`config.mk`:
```
export PLATFORM = sky130hd
export DESIGN_NAME = toggle_hs_rx
export DESIGN_NICKNAME = d
export VERILOG_FILES = /design/src/rtl/toggle_hs_pkg.sv /design/src/rtl/toggle_sync.sv /design/src/rtl/toggle_hs_rx.sv
export SDC_FILE = /design/constraint.sdc
export NUM_CORES = 1
export LEC_CHECK = 0
export BUFFER_PORTS_ARGS = -buffer_cell sky130_fd_sc_hd__buf_2
export CAP_MARGIN = 20
export CORE_AREA = 2 2 39 41
export CTS_CLUSTER_DIAMETER = 30
export CTS_CLUSTER_SIZE = 40
export DETAILED_ROUTE_END_ITERATION = 8
export DIE_AREA = 0 0 41 43
export PLACE_DENSITY = 0.69
export SKIP_CTS_REPAIR_TIMING = 1
export SLEW_MARGIN = 0
export SYNTH_ARGS = -nofsm -noshare
export SYNTH_HDL_FRONTEND = slang
export SYNTH_SLANG_ARGS = --single-unit
```
`constraint.sdc`:
```
create_clock -name clk -period 2.63 [get_ports clk]
set_input_delay 0.263 -clock clk [delete_from_list [all_inputs] [get_ports clk]]
set_output_delay 0.263 -clock clk [all_outputs]
set_load 0.03 [all_outputs]
```
`src/rtl/toggle_hs_pkg.sv`:
```
// Shared types and constants for the two-phase toggle handshake blocks.
package toggle_hs_pkg;

    typedef enum logic {
        IDLE = 1'b0,
        HOLD = 1'b1
    } toggle_rx_state_t;

    localparam int TOGGLE_SYNC_STAGES_DEF = 2;

endpackage

```
`src/rtl/toggle_sync.sv`:
```
// N-stage reset-to-0 bit synchronizer; shared by the request and acknowledge paths.
module toggle_sync
    import toggle_hs_pkg::*;
#(
    parameter int SYNC_STAGES = TOGGLE_SYNC_STAGES_DEF
) (
    input  logic clk,
    input  logic reset,
    input  logic d,
    output logic q
);

    logic [SYNC_STAGES-1:0] sync_q;

    always_ff @(posedge clk or negedge reset) begin
        if (!reset) sync_q <= '0;
        else        sync_q <= {sync_q[SYNC_STAGES-2:0], d};
    end

    assign q = sync_q[SYNC_STAGES-1];

endmodule

```
`src/rtl/toggle_hs_rx.sv`:
```
// Receive side of the toggle-request handshake: sync the request, capture the word, hand it out on valid/ready.
// Optional sticky overrun detection is built when TOGGLE_HS_RX_OVERRUN_EN is defined.
module toggle_hs_rx
    import toggle_hs_pkg::*;
#(
    parameter int DATA_W      = 8,
    parameter int SYNC_STAGES = TOGGLE_SYNC_STAGES_DEF
) (
    input  logic              clk,
    input  logic              reset,
    input  logic              req_tgl,
    input  logic [DATA_W-1:0] req_data,
    output logic              ack_tgl,
    output logic              out_valid,
    input  logic              out_ready,
    output logic [DATA_W-1:0] out_data
`ifdef TOGGLE_HS_RX_OVERRUN_EN
    ,
    output logic              overrun
`endif
);

    toggle_rx_state_t state, state_nxt;
    logic             req_s;
    logic             ack_nxt;
    logic             capture;

    toggle_sync #(.SYNC_STAGES(SYNC_STAGES)) u_req_sync (
        .clk   (clk),
        .reset (reset),
        .d     (req_tgl),
        .q     (req_s)
    );

    always_comb begin
        state_nxt = state;
        ack_nxt   = ack_tgl;
        capture   = 1'b0;
        case (state)
            IDLE: begin
                if (req_s != ack_tgl) begin
                    capture   = 1'b1;
                    state_nxt = HOLD;
                end
            end
            HOLD: begin
                if (out_ready) begin
                    ack_nxt   = ~ack_tgl;
                    state_nxt = IDLE;
                end
            end
            default: state_nxt = IDLE;
        endcase
    end

    // req_data is sampled unsynchronized; the sender keeps it stable until our ack flips.
    always_ff @(posedge clk or negedge reset) begin
        if (!reset) begin
            state    <= IDLE;
            ack_tgl  <= 1'b0;
            out_data <= '0;
        end else begin
            state   <= state_nxt;
            ack_tgl <= ack_nxt;
            if (capture) out_data <= req_data;
        end
    end

    assign out_valid = (state == HOLD);

`ifdef TOGGLE_HS_RX_OVERRUN_EN
    logic req_s_cap;

    // Any request movement while a word is held means the sender flipped before our ack.
    always_ff @(posedge clk or negedge reset) begin
        if (!reset) begin
            req_s_cap <= 1'b0;
            overrun   <= 1'b0;
        end else begin
            if (capture) req_s_cap <= req_s;
            if (state == HOLD && req_s != req_s_cap) overrun <= 1'b1;
        end
    end
`endif

endmodule

```
==> summary.md <==
| Metric | Value |
|---|---|
| Outcome | `finished, final reports clean` |
| Commonest cells post-synth | `dfrtp_1, mux2_4` |
| Via density | `4.358` |
| Placer Congestion | `0.6418` |
| Critical Path Sink Type | `flop` |
| IO Count | `22` |
| Synth top area share | `62.18%` |
| Mean routed wirelength per cell | `roughly 12 µm` |
| Longest Clk Path Bufs | `2` |
| Class of the worst hold path | `in2reg` |
| Final setup TNS | `0 ns` |
| Initial antenna violation count | `0` |
| Yosys reg bits | `12` |
| Worst-path maximum fanout | `8` |
| Synth Area in Adders | `0%` |
| Final ANT Viol Nets | `0` |
| DR DRC count | `0` |
| H-Tree Level Count | `1` |
| First-pass GRT wire length | `1297 µm` |
| Number of port buffers | `21` |
| Slew @ Worst Pin | `0.3282 ns` |
| CP Class | `reg2reg` |
| Top_reg_cell synth | `dfrtp_1` |
| Layout area overhead | `31.35%` |
| Syn Inst Count | `26` |
| Die area | `approximately 0.0018 mm²` |
| Slowest stage cell on the critical path | `dfrtp_1` |
| Die H | `43 µm` |
| Worst Path Buf+Inv | `0` |
| Initial Util | `about a third` |
| CTS root buffer | `clkbuf_4` |
| Count of unique library cells instantiated by Yosys | `8` |
| Period Utilization, post-route | `between 50% and 60%` |
| PD cells | `about 1500 mW/mm²` |
| Syn nets | `38` |
| Chip Width | `between 40 and 50 µm` |
| Max IR drop VDD | `0.0005595 V` |
| WL final | `806 µm` |
| Synth Area in Simple Gates | `between 3 and 4%` |
| Asr flop ratio synth | `100.0%` |
| Syn avg cell area | `18.58 µm²` |
| Cell area after layout | `about 630 µm²` |
| Synth Warn # | `0` |
| CP Cell Sequence | `xor2_1 -> nor2b_4 -> mux2_4` |
| # diodes | `0` |
| Crit start category | `flop` |
| Sequential share of the synthesized area | `62.18%` |
| CP top delay family | `flip-flops` |
| Via count | `between 200 and 300` |
| Vias in the first global route | `306` |
| CP required | `roughly 2.8 ns` |
| Starting DRT DRC Count | `2` |
| Nets | `64` |
| Inserted Clock Buffers | `3` |
| Largest net degree at the start of global routing | `13` |
| Clk_lat worst skew | `between 0.2 and 0.3 ns` |
| Slew Viols, Final | `0` |
| Met3 WL | `70 µm` |
| Mux contribution to synthesized area | `around 25%` |
| Fin. Hold Viols | `0` |
| Setup skew after layout | `0.002177 ns` |
| WL met1 | `360 µm` |
| Std cell rows | `14` |
| Synth top area cells | `dfrtp_1, mux2_4, buf_12` |
| Most frequent cell after synthesis | `dfrtp_1` |
| Fmax | `706.0 MHz` |
| Number of clock sinks | `12` |
| CTS tree | `done` |
| Worst-path clk slew | `0.08 ns` |
| Worst path arrival time | `approximately 1.6 ns` |
| Post-synth EDFFs | `0` |
| Main combinational cell family by area after synthesis | `multiplexers` |
| Aggregate global routing overflow | `0` |
| Post-synthesis xor/xnor area fraction | `3.627%` |
| Clock period minus worst slack | `roughly 1.4 ns` |
| RSZ-0062 raised after global routing | `no` |
| Layout cells sized above 1 | `66.67%` |
| GRT Util Overall | `11.33%` |
| Core area | `0.001384 mm²` |
| Max-cap violation count | `0` |
| Metal2 WL | `376 µm` |
| Worst path max stage delay | `0.42 ns` |
| Cell area after synthesis | `483.0 µm²` |
| Cell taking the most area after synthesis | `dfrtp_1` |
| DR top layer | `met3` |
| Slew margin rel. | `78.08%` |
| Drt first pass iters | `2` |
| Compound-cell area share of the yosys netlist | `1.554%` |
| Final setup vio count | `0` |
| P_leak | `~0.33 nW` |
| Placed Area | `588.1 µm²` |
## metrics by stage
step	hold WS, ns	total power, mW	setup WS (ns)	util, %	instances
2_1_floorplan	-0.03259	0.7140	1.170	-	26
3_3_place_gp	0.1490	0.7903	1.258	42.50	62
3_5_place_dp	0.1557	0.7992	1.214	42.50	62
4_1_cts	-0.1458	0.9479	1.207	45.12	66
5_1_grt	0.08574	0.9944	1.131	45.84	67
6_report	0.1004	0.9366	1.214	45.84	67
## worst register-to-register path: stages (launching register included)
cell,delay [ns]
dfrtp_1,0.42
xor2_1,0.19
nor2b_4,0.37
mux2_4,0.33
## kinds of logic after synthesis
logic type / Yosys count
simple gates: 2
buf+inv: 1
xor+xnor: 2
flops: 12
mux: 8
compound gates: 1
## power by group
part / total [mW] / internal, mW / switching, mW
clock: 0.144 / 0.0840 / 0.0597
combinational: 0.470 / 0.213 / 0.258
sequential: 0.322 / 0.267 / 0.0552
total: 0.937 / 0.564 / 0.373
## cell usage in the layout (no fill, tap or decap)
master | Yosys | layout
nor2b_4 | 1 | 1
o21a_1 | 1 | 1
mux2_4 | 8 | 8
clkbuf_4 | 0 | 3
clkbuf_8 | 0 | 1
xor2_1 | 1 | 1
nand2_1 | 1 | 1
buf_2 | 0 | 21
dlygate4sd3_1 | 0 | 1
dfrtp_1 | 12 | 12
xnor2_1 | 1 | 1
## path summary, 6_finish.rpt
check                                                from                              to  slack [ns]  depth (start not counted)
min in group asynchronous                           reset         out_data[6]$_DFFE_PN0P_        0.39                          2
min reg2reg                u_req_sync.sync_q[0]$_DFF_PN0_  u_req_sync.sync_q[1]$_DFF_PN0_        0.35                          0
max in group asynchronous                           reset             out_valid$_DFF_PN0_        2.03                          2
max reg2reg                           ack_tgl$_DFFE_PN0P_         out_data[0]$_DFFE_PN0P_        1.21                          3
min                                               req_tgl  u_req_sync.sync_q[0]$_DFF_PN0_        0.10                          1
max                                   ack_tgl$_DFFE_PN0P_         out_data[0]$_DFFE_PN0P_        1.21                          3
## area by class of cell
class,instances,area [µm²]
Clock buffer,4,36.28
Timing Repair Buffer,22,115.1
Sequential cell,12,300.3
Tap cell,16,20.02
Multi-Input combinational cell,13,162.7
Fill cell,121,749.5
## registers in the layout, summed over array words and instances (netlist names)
register	cells
ack_tgl	1
u_req_sync.sync_q	2
out_valid	1
out_data	8
## layer usage
metal / GRT usage [%] / up-vias
li1: - / 135
met1: 15.59 / 141
met2: 14.69 / 16
met3: 4.712 / 0
met4: 6.000 / 0
met5: 0 / -
Note: power is estimated with default switching activity, not from simulation.
